[config.mk]
export PLATFORM = sky130hd
export DESIGN_NAME = mac_mgnt_arb_flat
export DESIGN_NICKNAME = d
export VERILOG_FILES = /design/src/rtl/mac_mgnt_arb_if.sv /design/src/rtl/mac_mgnt_arb.sv /design/src/flat_wrapper.sv
export SDC_FILE = /design/constraint.sdc
export NUM_CORES = 1
export LEC_CHECK = 0
export BUFFER_PORTS_ARGS = -buffer_cell sky130_fd_sc_hd__buf_2
export CORE_MARGIN = 3
export CORE_UTILIZATION = 45
export DETAILED_ROUTE_END_ITERATION = 10
export PLACE_DENSITY = 0.85
export SLEW_MARGIN = 10
export SYNTH_ARGS = -nofsm -noshare
export SYNTH_HDL_FRONTEND = slang
export SYNTH_SLANG_ARGS = --single-unit
[constraint.sdc]
create_clock -name clk_if -period 3.4 [get_ports clk_if]
set_input_delay 0.68 -clock clk_if [delete_from_list [all_inputs] [get_ports clk_if]]
set_output_delay 0.68 -clock clk_if [all_outputs]
set_load 0.03 [all_outputs]
[src/rtl/mac_mgnt_arb_if.sv]
// Requester-side and MAC-side signal bundle for mac_mgnt_arb.
// slave is the arbiter's view, master is the surrounding fabric's view.
interface mac_mgnt_arb_if #(
  parameter int NUM_PORT       = 4,
  parameter int NUM_REQ        = 2,
  parameter int MGNT_REG_WIDTH = 32
);
  localparam int PORT_W = (NUM_PORT > 1) ? $clog2(NUM_PORT) : 1;

  logic [NUM_REQ-1:0]        req_valid;
  logic [NUM_REQ-1:0]        req_ready;
  logic [NUM_REQ-1:0]        req_wr;
  logic [NUM_REQ*PORT_W-1:0] req_port;
  logic [NUM_REQ*8-1:0]      req_addr;
  logic [NUM_REQ-1:0]        resp_valid;
  logic [MGNT_REG_WIDTH-1:0] resp_data;
  logic                      resp_err;
  logic [NUM_PORT-1:0]       mac_req_valid;
  logic                      mac_req_wr;
  logic [7:0]                mac_req_addr;
  logic [NUM_PORT-1:0]       mac_resp_valid;
  logic [NUM_PORT*8-1:0]     mac_resp_data;

  modport slave (
    input  req_valid, req_wr, req_port, req_addr,
    input  mac_resp_valid, mac_resp_data,
    output req_ready, resp_valid, resp_data, resp_err,
    output mac_req_valid, mac_req_wr, mac_req_addr
  );

  modport master (
    output req_valid, req_wr, req_port, req_addr,
    output mac_resp_valid, mac_resp_data,
    input  req_ready, resp_valid, resp_data, resp_err,
    input  mac_req_valid, mac_req_wr, mac_req_addr
  );
endinterface

[src/rtl/mac_mgnt_arb.sv]
// Round-robin arbiter sharing the byte-serial MAC statistics
// management interface; one outstanding transaction at a time.
module mac_mgnt_arb #(
  parameter int NUM_PORT       = 4,
  parameter int NUM_REQ        = 2,
  parameter int MGNT_REG_WIDTH = 32,
  parameter int TIMEOUT        = 15
) (
  input  logic           clk_if,
  input  logic           rst_if,
  mac_mgnt_arb_if.slave  bus
);
  localparam int PORT_W = (NUM_PORT > 1) ? $clog2(NUM_PORT) : 1;
  localparam int RW     = (NUM_REQ > 1) ? $clog2(NUM_REQ) : 1;
  localparam int NB     = MGNT_REG_WIDTH / 8;
  localparam int TW     = $clog2(TIMEOUT + 3);
  localparam int CW     = $clog2(NB + 1);

  typedef enum logic [2:0] {
    IDLE, ISSUE, WR_HOLD, WAIT_RD, COLLECT, DONE
  } state_t;

  state_t state, state_n;

  logic [RW-1:0]             rr_q, owner_q, win, rr_n;
  logic                      found, grant;
  logic                      wr_q, wr_n;
  logic [PORT_W-1:0]         port_q, port_n;
  logic [7:0]                addr_q, addr_n;
  logic [MGNT_REG_WIDTH-1:0] data_q;
  logic                      err_q;
  logic [TW-1:0]             tmr_q;
  logic [CW-1:0]             cnt_q;
  logic                      port_ok, sel_v;
  logic [7:0]                sel_b;
  logic                      cap, fail, tick;

  assign port_ok = (32'(port_q) < NUM_PORT);

  // round-robin search from rr_q and capture of the winner's request
  always_comb begin
    found  = 1'b0;
    win    = '0;
    wr_n   = 1'b0;
    port_n = '0;
    addr_n = '0;
    for (int i = 0; i < NUM_REQ; i++) begin
      for (int j = 0; j < NUM_REQ; j++) begin
        if (!found && bus.req_valid[j] &&
            ((int'(rr_q) + i) % NUM_REQ) == j) begin
          found = 1'b1;
          win   = RW'(j);
        end
      end
    end
    for (int j = 0; j < NUM_REQ; j++) begin
      if (win == RW'(j)) begin
        wr_n   = bus.req_wr[j];
        port_n = bus.req_port[j*PORT_W +: PORT_W];
        addr_n = bus.req_addr[j*8 +: 8];
      end
    end
    rr_n = (win == RW'(NUM_REQ - 1)) ? '0 : win + 1'b1;
  end

  // response byte from the latched port only; other ports are ignored
  always_comb begin
    sel_v = 1'b0;
    sel_b = '0;
    for (int p = 0; p < NUM_PORT; p++) begin
      if (PORT_W'(p) == port_q) begin
        sel_v = bus.mac_resp_valid[p];
        sel_b = bus.mac_resp_data[p*8 +: 8];
      end
    end
  end

  // state register
  always_ff @(posedge clk_if or posedge rst_if) begin
    if (rst_if) state <= IDLE;
    else        state <= state_n;
  end

  // next-state and datapath control
  always_comb begin
    state_n = state;
    grant   = 1'b0;
    cap     = 1'b0;
    fail    = 1'b0;
    tick    = 1'b0;
    unique case (state)
      IDLE: begin
        if (found && !rst_if) begin
          grant   = 1'b1;
          state_n = ISSUE;
        end
      end
      ISSUE: begin
        if (!port_ok) begin
          fail    = 1'b1;
          state_n = DONE;
        end else begin
          state_n = wr_q ? WR_HOLD : WAIT_RD;
        end
      end
      WR_HOLD: begin
        if (tmr_q == TW'(2)) state_n = DONE;
        else                 tick    = 1'b1;
      end
      WAIT_RD: begin
        if (sel_v) begin
          cap     = 1'b1;
          state_n = (NB == 1) ? DONE : COLLECT;
        end else if (tmr_q == TW'(TIMEOUT - 1)) begin
          fail    = 1'b1;
          state_n = DONE;
        end else begin
          tick = 1'b1;
        end
      end
      COLLECT: begin
        if (sel_v) begin
          cap = 1'b1;
          if (cnt_q == CW'(NB - 1)) state_n = DONE;
        end else begin
          fail    = 1'b1;
          state_n = DONE;
        end
      end
      DONE:    state_n = IDLE;
      default: state_n = IDLE;
    endcase
  end

  // request latches, rr pointer, timer, byte counter and word assembly
  always_ff @(posedge clk_if or posedge rst_if) begin
    if (rst_if) begin
      rr_q    <= '0;
      owner_q <= '0;
      wr_q    <= 1'b0;
      port_q  <= '0;
      addr_q  <= '0;
      data_q  <= '0;
      err_q   <= 1'b0;
      tmr_q   <= '0;
      cnt_q   <= '0;
    end else begin
      if (grant) begin
        rr_q    <= rr_n;
        owner_q <= win;
        wr_q    <= wr_n;
        port_q  <= port_n;
        addr_q  <= addr_n;
        data_q  <= '0;
        err_q   <= 1'b0;
      end
      if (state == ISSUE) begin
        tmr_q <= '0;
        cnt_q <= '0;
      end else if (tick) begin
        tmr_q <= tmr_q + 1'b1;
      end
      if (cap) begin
        data_q <= (data_q << 8) | MGNT_REG_WIDTH'(sel_b);
        cnt_q  <= cnt_q + 1'b1;
      end
      if (fail) err_q <= 1'b1;
    end
  end

  // outputs decoded from state and latches
  always_comb begin
    bus.req_ready     = '0;
    bus.resp_valid    = '0;
    bus.resp_data     = '0;
    bus.resp_err      = 1'b0;
    bus.mac_req_valid = '0;
    bus.mac_req_wr    = 1'b0;
    bus.mac_req_addr  = '0;
    for (int j = 0; j < NUM_REQ; j++) begin
      bus.req_ready[j]  = grant && (win == RW'(j));
      bus.resp_valid[j] = (state == DONE) && (owner_q == RW'(j));
    end
    for (int p = 0; p < NUM_PORT; p++) begin
      bus.mac_req_valid[p] = (state == ISSUE) && (port_q == PORT_W'(p));
    end
    if (state != IDLE) begin
      bus.mac_req_wr   = wr_q;
      bus.mac_req_addr = addr_q;
    end
    if (state == DONE) begin
      bus.resp_data = data_q;
      bus.resp_err  = err_q;
    end
  end
endmodule

[src/flat_wrapper.sv]
// flat-port wrapper written by rule: the top's interface ports become plain ports
module mac_mgnt_arb_flat 
#(
  parameter int NUM_PORT       = 4,
  parameter int NUM_REQ        = 2,
  parameter int MGNT_REG_WIDTH = 32,
  parameter int TIMEOUT        = 15
)
  (clk_if, rst_if, bus_req_valid, bus_req_wr, bus_req_port, bus_req_addr, bus_mac_resp_valid, bus_mac_resp_data, bus_req_ready, bus_resp_valid, bus_resp_data, bus_resp_err, bus_mac_req_valid, bus_mac_req_wr, bus_mac_req_addr);
  mac_mgnt_arb_if #(.NUM_PORT(NUM_PORT), .NUM_REQ(NUM_REQ), .MGNT_REG_WIDTH(MGNT_REG_WIDTH)) bus_i ();
  input  logic clk_if;
  input  logic rst_if;
  input wire logic [$bits(bus_i.req_valid)-1:0] bus_req_valid;
  input wire logic [$bits(bus_i.req_wr)-1:0] bus_req_wr;
  input wire logic [$bits(bus_i.req_port)-1:0] bus_req_port;
  input wire logic [$bits(bus_i.req_addr)-1:0] bus_req_addr;
  input wire logic [$bits(bus_i.mac_resp_valid)-1:0] bus_mac_resp_valid;
  input wire logic [$bits(bus_i.mac_resp_data)-1:0] bus_mac_resp_data;
  output wire logic [$bits(bus_i.req_ready)-1:0] bus_req_ready;
  output wire logic [$bits(bus_i.resp_valid)-1:0] bus_resp_valid;
  output wire logic [$bits(bus_i.resp_data)-1:0] bus_resp_data;
  output wire logic [$bits(bus_i.resp_err)-1:0] bus_resp_err;
  output wire logic [$bits(bus_i.mac_req_valid)-1:0] bus_mac_req_valid;
  output wire logic [$bits(bus_i.mac_req_wr)-1:0] bus_mac_req_wr;
  output wire logic [$bits(bus_i.mac_req_addr)-1:0] bus_mac_req_addr;
  assign bus_i.req_valid = bus_req_valid;
  assign bus_i.req_wr = bus_req_wr;
  assign bus_i.req_port = bus_req_port;
  assign bus_i.req_addr = bus_req_addr;
  assign bus_i.mac_resp_valid = bus_mac_resp_valid;
  assign bus_i.mac_resp_data = bus_mac_resp_data;
  assign bus_req_ready = bus_i.req_ready;
  assign bus_resp_valid = bus_i.resp_valid;
  assign bus_resp_data = bus_i.resp_data;
  assign bus_resp_err = bus_i.resp_err;
  assign bus_mac_req_valid = bus_i.mac_req_valid;
  assign bus_mac_req_wr = bus_i.mac_req_wr;
  assign bus_mac_req_addr = bus_i.mac_req_addr;
  mac_mgnt_arb #(.NUM_PORT(NUM_PORT), .NUM_REQ(NUM_REQ), .MGNT_REG_WIDTH(MGNT_REG_WIDTH), .TIMEOUT(TIMEOUT)) u_core (.clk_if(clk_if), .rst_if(rst_if), .bus(bus_i));
endmodule
[Word level (Yosys, flattened, before mapping)]
Index checks and enable logic that the tools add are counted.
Widths: inputs -> output; s select.
Cells by class
  bitwise logic cells: 4
  eq/ne operators: 19
  muxes and demuxes: 51
  add/sub/neg operators: 4
  reductions and logical operators: 31
Operator list (number)
  $mux 32: 3
  $logic_not 32->1: 2
  $mux 8: 6
  $or 32x8->32: 1
  $mux 1: 28
  $mux 3: 8
  $logic_and 1x1->1: 16
  $pmux 3 s5: 1
  $mux 5: 2
  $eq 3x2->1 const B: 3
  $reduce_bool 2->1: 4
  $eq 2x2->1 const B: 3
  $eq 3x3->1 const B: 2
  $add 5x1->5 const B: 1
  $eq 5x2->1 const B: 1
  $eq 5x4->1 const B: 1
  $eq 2x2->1 const A: 2
  $logic_not 1->1: 4
  $ne 2x1->1 const B: 2
  $pmux 1 s2: 2
  $reduce_and 4->1: 1
  $add 3x1->3 const B: 1
  $eq 3x1->1 const B: 1
  $logic_not 3->1: 1
  11 further kinds: 13
Word-level totals
  input bits: 62
  register bits after elaboration: 57
  output and inout bits: 50

[Longest topological paths before layout]
Gate-level depths: netlist (run 1).
  word-level depth: 20
  depth in mapped cells: 6

[Least setup slack after synthesis (run 1)]
Ideal clock, no wire load.
  path type: input -> output
  start: input port bus_req_valid[0]
  end: output port bus_req_ready[0]
  cell stages on the path: 4
  arrival time: 1.804 ns
  path buffers: 1
  setup slack: 0.916 ns
  cells stage by stage: inv_1 o21ai_1 clkbuf_1 and2_1
On the way
  cells in the longest elaborated chain, start to end: 18
  elaborated cells on any way between the ends: 22
Ends and longest elaborated chain
  start: declaration: RTL line flat_wrapper.sv:13  | input wire logic [$bits(bus_i.req_valid)-1:0] bus_req_valid;
  $logic_and 1x1->1: RTL line mac_mgnt_arb.sv:49  | if (!found && bus.req_valid[j] &&
  $mux 1: RTL line mac_mgnt_arb.sv:49
  $logic_not 1->1: RTL line mac_mgnt_arb.sv:49
  $logic_and 1x1->1 (2 in series): RTL line mac_mgnt_arb.sv:49
  $mux 1: RTL line mac_mgnt_arb.sv:49
  $logic_not 1->1: RTL line mac_mgnt_arb.sv:49
  $logic_and 1x1->1 (2 in series): RTL line mac_mgnt_arb.sv:49
  $mux 1: RTL line mac_mgnt_arb.sv:49
  $logic_not 1->1: RTL line mac_mgnt_arb.sv:49
  $logic_and 1x1->1 (2 in series): RTL line mac_mgnt_arb.sv:49
  $mux 1: RTL line mac_mgnt_arb.sv:49
  $logic_and 1x1->1: RTL line mac_mgnt_arb.sv:93  | if (found && !rst_if) begin
  $mux 1: RTL line mac_mgnt_arb.sv:93
  $mux 1: RTL line mac_mgnt_arb.sv:91  | unique case (state)
  $logic_and 1x1->1 *: RTL line mac_mgnt_arb.sv:181  | bus.req_ready[j] = grant && (win == RW'(j));
  end: declaration: RTL line flat_wrapper.sv:19  | output wire logic [$bits(bus_i.req_ready)-1:0] bus_req_ready;
Mark *: on every way between the ends. The rest lies on a longest branch, timed or not.

[Final worst setup path (run 1)]
  start: register u_core.state[0]
  end: output port bus_resp_err
On the way
  cells in the longest elaborated chain, start to end: 2
Ends and longest elaborated chain
  start: declaration: RTL line mac_mgnt_arb.sv:23  | state_t state, state_n;
  start signal: assignment: RTL line mac_mgnt_arb.sv:81  | else state <= state_n;
  $eq 3x3->1: RTL line mac_mgnt_arb.sv:191  | if (state == DONE) begin
  $mux 1: RTL line mac_mgnt_arb.sv:191
  end: declaration: RTL line flat_wrapper.sv:22  | output wire logic [$bits(bus_i.resp_err)-1:0] bus_resp_err;
Every way passes these cells.

==> results.py, run 1 <==
metrics = {
    "status": {
        "outcome": "completed",
    },
    "die": {
        "core_mm2": 0.006131,
        "die_h_um": 87.09,
        "num_io_pins": 112,
        "die_w_um": 87.09,
        "dieArea_mm2": 0.007585,
        "fp-row-count": 28,
        "initial_utilization_pct": 48.27,
    },
    "cts": {
        "cts_buffers": 9,
        "cts_buffer_depth": 2,
        "clock_latency_ps": 330,
        "cts_resized": 0,
        "cts_setup_buffers": 0,
        "cts_hold_buf": 0,
        "cts_sinks": 57,
        "root_buffer": "clkbuf_8",
        "cts_tree": "built",
        "cts-htree-levels": 3,
        "clk_pin_slew_ps": 60,
    },
    "routing": {
        "viasPerCell": 5.304,
        "wl_per_cell_um": 14.96,
        "dr.pass1.iters": 4,
        "drt_iter0_drc": 118,
        "drc": 0,
        "vias": 2424,
        "routed_wl_um": 6835,
        "final_antenna_net_count": 0,
    },
    "timing": {
        "tightest_slew_ps": 1031,
        "setup_viol_count_final": 0,
        "skew_ps": 6.844,
        "period_share_pct": 81.08,
        "period_needed_ps": 2757,
        "rsz0062_at_grt": "no",
        "relSlewSlack_pct": 30.37,
        "setup_ws_ps": 643.1,
        "fmax_mhz": 362.7,
        "finalSetupTns_ps": 0,
        "hold_viol_final": 0,
        "maxSlewViolCount": 0,
    },
    "global_routing": {
        "grt_max_degree": 38,
        "grt_antenna_before_repair": 0,
        "grt_first_pass_wirelength_um": 11160,
        "grt_pass1_vias": 2387,
        "grt_usage_pct": 18.82,
        "grt_overflow": 0,
    },
    "placed_design": {
        "hpwl_um": 5106,
        "port_buffers": 111,
        "dp_slack_ps": 902.0,
        "place_area_mm2": 0.003581,
        "gp_congestion": 0.8323,
    },
    "worst_setup_path": {
        "cp_max_fo": 35,
        "cp-end-kind": "primary output",
        "rr_worst_depth": 5,
        "cp-start-kind": "flop",
        "critPathKind": "flop to primary output",
        "worstPathRequired_ps": 2720,
        "crit_arrival_ps": 2080,
        "r2r-start": "u_core.state[0]",
        "reg2reg_to": "u_core.data_q[6]",
        "regToRegSetupSlack_ps": 990,
    },
    "synth": {
        "netlist_instances": 267,
        "syn_area_per_cell_um2": 11.08,
        "synth_seq_cells": 57,
        "yosysWarnings": 0,
        "synth_area_mm2": 0.002959,
        "seq_area_frac_synth_pct": 48.20,
        "synth-async-reset-ratio_pct": 100.0,
        "synthFlopType": "dfrtp_1",
        "synth_nets": 333,
        "synth-edff-count": 0,
        "synth.distinct_cells": 37,
    },
    "power": {
        "p_leak_nw": 2.009,
        "ir_worst_vdd_mv": 0.4846,
        "power_density_mw_per_mm2": 800.1,
        "power.total_mw": 3.021,
    },
    "layout": {
        "fillerInstances": 491,
        "final_layout_size_suffix_gt1_share_pct": 37.17,
        "final_common_cell": "buf_2",
        "final_cell_area_mm2": 0.003776,
        "num_antenna_cells": 0,
        "nNetsFinal": 444,
        "final_cell_mix": "buf_2, dfrtp_1, and2_1, a22o_1, nand2_1",
        "area_delta_synth_final_pct": 27.61,
    },
    "min_path": {
        "hold_path.class": "input port to async pin",
    },
    "job": {
        "maxCapViolations": 0,
    },
}
-- cells by family (layout without fill, tap and decap cells) --
logic type               Yosys count  count (layout)  synth area share (%)
AND/OR/NAND/NOR                   98              98                 18.77
buffers and inverters             22             137                 3.213
AO/OA/AOI/OAI                     62              62                 15.81
adder cells (fa/ha/maj)            4               4                 1.691
multiplexers                      24              24                 12.30
flip-flops                        57              57                 48.20
-- state kept, by name (all words and copies together), names as in the netlist --
register / count
u_core.tmr_q: 5
u_core.err_q: 1
u_core.data_q: 32
u_core.cnt_q: 3
u_core.state: 3
u_core.addr_q: 8
u_core.rr_q: 1
u_core.wr_q: 1
u_core.owner_q: 1
u_core.port_q: 2
-- synthesized netlist by cell type, types with 2 or more instances --
library cell	n	area, um^2
a21o_1	2	15.01
dfrtp_1	57	1426
nand3_1	3	15.01
ha_1	4	50.05
a21oi_1	4	20.02
clkbuf_1	13	48.80
mux4_1	3	78.83
nor2b_1	12	75.07
mux4_2	6	135.1
nand2b_1	3	18.77
nor3_1	3	15.01
nor2_1	6	22.52
nand2_1	20	75.07
nor3b_1	2	15.01
and2_1	36	225.2
or3_1	3	18.77
buf_2	4	20.02
nand3b_1	2	15.01
mux2i_1	15	150.1
o21ai_0	18	90.09
a22o_1	32	280.3
inv_1	4	15.01
-- worst max path at each step --
stage	startpoint	endpoint	depth (start not counted)
2_1_floorplan	bus_req_valid[0]	bus_req_ready[0]	4
3_3_place_gp	bus_mac_resp_valid[1]	u_core.data_q[5]	6
3_5_place_dp	bus_mac_resp_valid[2]	u_core.data_q[5]	6
4_1_cts	u_core.state[0]	bus_resp_err	3
5_1_grt	u_core.state[0]	bus_resp_err	3
6_report	u_core.state[0]	bus_resp_err	3
-- layer usage --
metal	wire length, um	vias to the layer above	track usage, %	part of all wire [%]
met5	0	-	0	0
met4	85	0	6.276	1.2
met3	426	10	5.298	6.2
met2	3441	70	31.75	50
met1	2882	1165	23.31	42
li1	-	1179	-	-
-- through the flow --
| step | hold WS (ps) | utilization (%) | instances |
|---|---|---|---|
| after global routing | 500.4 | 61.59 | 457 |
| after detailed placement | 462.6 | 58.41 | 442 |
| final | 465.1 | 61.59 | 457 |
| after CTS | 477.1 | 61.59 | 457 |
| after floorplan | 441.0 | - | 267 |
| after global placement | 452.5 | 58.41 | 442 |
-- report_power, final --
part	switching (mW)	internal, mW
Combinational	0.720	0.522
Clock	0.250	0.372
Sequential	0.211	0.946
Total	1.18	1.84
-- area by class of cell --
type,instances,area [um^2],share of cell area (%)
Clock inverter,3,40.04,1.060
Timing Repair Buffer,118,608.1,16.10
Multi-Input combinational cell,188,1438,38.07
Clock buffer,12,155.1,4.109
Tap cell,75,93.84,2.485
Sequential cell,57,1426,37.77
Inverter,4,15.01,0.3976
-- critical path: stages (launching register included) --
cell and delay (ps):
dfrtp_1 540, and3b_1 760, and2_1 240, buf_2 210
Note: power is estimated with default switching activity, not from simulation.
==> run 2: changes to the inputs <==
Settings changed: CORE_UTILIZATION 45 to 44, PLACE_DENSITY 0.85 to 0.87.
Clock period 3.4 ns to 2.25 ns, I/O delays scaled along.
==> run 2 against run 1 <==
Against the previous run: die area grew 2.1%; wire length grew 1.1%; non-clock buffer count grew 8; total power grew 61%; sequential power grew 47%; critical endpoint is now bus_resp_data[7]; sequential cell count is the same; clock skew shrank 1.1 ps; first-iteration DRC count shrank 20%; via count grew 2.0%.
==> results.py, run 2 (same netlist as run 1, synthesis figures left out) <==
metrics = {
    "die": {
        "fp-row-count": 29,
        "die_w_um": 88.01,
        "die_h_um": 88.01,
        "core_mm2": 0.006422,
        "num_io_pins": 112,
        "dieArea_mm2": 0.007745,
        "initial_utilization_pct": 46.07,
    },
    "routing": {
        "drc": 0,
        "drt_iter0_drc": 94,
        "final_antenna_net_count": 0,
        "dr.pass1.iters": 4,
        "routed_wl_um": 6909,
        "viasPerCell": 5.271,
        "vias": 2472,
        "wl_per_cell_um": 14.73,
    },
    "job": {
        "maxCapViolations": 0,
    },
    "min_path": {
        "hold_path.class": "input port to async pin",
    },
    "cts": {
        "cts-htree-levels": 3,
        "cts_buffers": 9,
        "cts_sinks": 57,
        "cts_setup_buffers": 0,
        "cts_buffer_depth": 2,
        "root_buffer": "clkbuf_8",
        "cts_hold_buf": 0,
        "clock_latency_ps": 330,
        "clk_pin_slew_ps": 70,
        "cts_tree": "built",
    },
    "power": {
        "internal_power_mw": 3.016,
        "switching_power_mw": 1.854,
        "power.total_mw": 4.870,
        "pwr-share-seq_pct": 35.0,
        "power_density_mw_per_mm2": 1241,
        "sw_frac_of_total_pct": 38.07,
        "ir_worst_vdd_mv": 0.9032,
        "clkPwrFrac_pct": 22.3,
        "p_leak_nw": 2.072,
        "pwr-share-comb_pct": 42.7,
    },
    "placed_design": {
        "gp_congestion": 0.8476,
        "port_buffers": 111,
        "hpwl_um": 5048,
        "dp_slack_ps": 16.42,
    },
    "worst_setup_path": {
        "endpoint": "bus_resp_data[7]",
        "regToRegSetupSlack_ps": 230,
        "critPathKind": "flop to primary output",
        "rr_worst_depth": 5,
        "cp_max_fo": 35,
        "crit_arrival_ps": 1690,
        "crit_start": "u_core.state[1]",
        "reg2reg_to": "u_core.data_q[7]",
        "cp-end-kind": "primary output",
        "r2r-start": "u_core.state[1]",
        "cp-start-kind": "flop",
        "worstPathRequired_ps": 1800,
    },
    "layout": {
        "num_antenna_cells": 0,
        "final_cell_mix": "buf_2, dfrtp_1, and2_1, a22o_1, nand2_1",
        "multi_input_area_mm2": 0.001463,
        "fillerInstances": 517,
        "nNetsFinal": 453,
        "largest_reg_flops": 32,
        "register_area_mm2": 0.001426,
        "final_layout_size_suffix_gt1_share_pct": 39.29,
        "area_delta_synth_final_pct": 32.60,
        "top_register": "u_core.data_q",
        "final_common_cell": "buf_2",
        "reg_top3": "u_core.data_q (32), u_core.addr_q (8), u_core.tmr_q (5)",
    },
    "timing": {
        "setup_ws_ps": 114.2,
        "setup_viol_count_final": 0,
        "period_needed_ps": 2136,
        "hold-worst-slack_ps": 157.4,
        "relSlewSlack_pct": 44.80,
        "skew_ps": 5.751,
        "fmax_mhz": 468.2,
        "finalSetupTns_ps": 0,
        "period_share_pct": 94.92,
        "rsz0062_at_grt": "no",
        "maxSlewViolCount": 0,
        "hold_viol_final": 0,
        "tightest_slew_ps": 823.2,
    },
    "global_routing": {
        "grt_antenna_before_repair": 0,
        "grt_pass1_vias": 2350,
        "grt_first_pass_wirelength_um": 11050,
        "grt_usage_pct": 18.41,
        "grt_max_degree": 58,
        "grt_overflow": 0,
    },
    "status": {
        "outcome": "completed",
    },
}
## run 2: cell count changes in the layout (fill, tap and decap cells not counted), sizes merged
| cell | previous run | this run |
|---|---|---|
| clkinv | 2 | 0 |
| buf | 118 | 126 |
| clkinvlp | 0 | 2 |
| bufinv | 1 | 2 |
| a21boi | 1 | 2 |
## run 2: cell type report
cell class / instances / share of cell area (%)
inverters: 4 / 0.3827
multi-input cells: 189 / 37.28
flip-flops and latches: 57 / 36.35
well taps: 77 / 2.455
clock buffers: 12 / 3.954
clock inverters: 4 / 1.913
repair buffers: 126 / 17.67
## run 2: through the flow
step / instance area (um^2) / std cells / utilization, %
global route: 3924 / 469 / 61.09
detailed placement: 3669 / 452 / 57.12
floorplan: 2959 / 267 / -
global placement: 3669 / 452 / 57.12
CTS: 3904 / 468 / 60.78
finish: 3924 / 469 / 61.09
## run 2: critical path, stage by stage, from the launching register on
cell and delay [ps]:
dfrtp_1 380, buf_4 160, and3b_1 200, buf_4 260, and2_1 170, buf_2 190
## run 2: power groups by stage
stage                     Combinational (mW)  Clock, mW  Sequential (mW)
after global placement                  1.98          0             1.70
final                                   2.08       1.09             1.70
after global routing                    2.29       1.15             1.76
after floorplan                         1.49          0             1.64
after detailed placement                2.04          0             1.72
after CTS                               2.06       1.11             1.70
## run 2: per-layer routing
layer	track usage, %	vias to the layer above	wire length, um
li1	-	1209	-
met1	23.98	1159	2962
met2	30.00	96	3442
met3	3.669	8	434
met4	7.810	0	70
met5	0	-	0
## run 2: repair_timing
item / in CTS / in global routing
pin swaps: 0 / 2
endpoints found under the setup margin: 9 / 35
gates resized for setup: 1 / 2
cloned: 0 / 1
## run 2: how the worst min path moves through the flow
stage / from / to / cells after the start
2_1_floorplan: u_core.err_q / u_core.err_q / 1
3_3_place_gp: u_core.addr_q[1] / u_core.addr_q[1] / 2
3_5_place_dp: u_core.err_q / u_core.err_q / 1
4_1_cts: rst_if / u_core.addr_q[3] / 3
5_1_grt: rst_if / u_core.owner_q / 3
6_report: rst_if / u_core.owner_q / 3
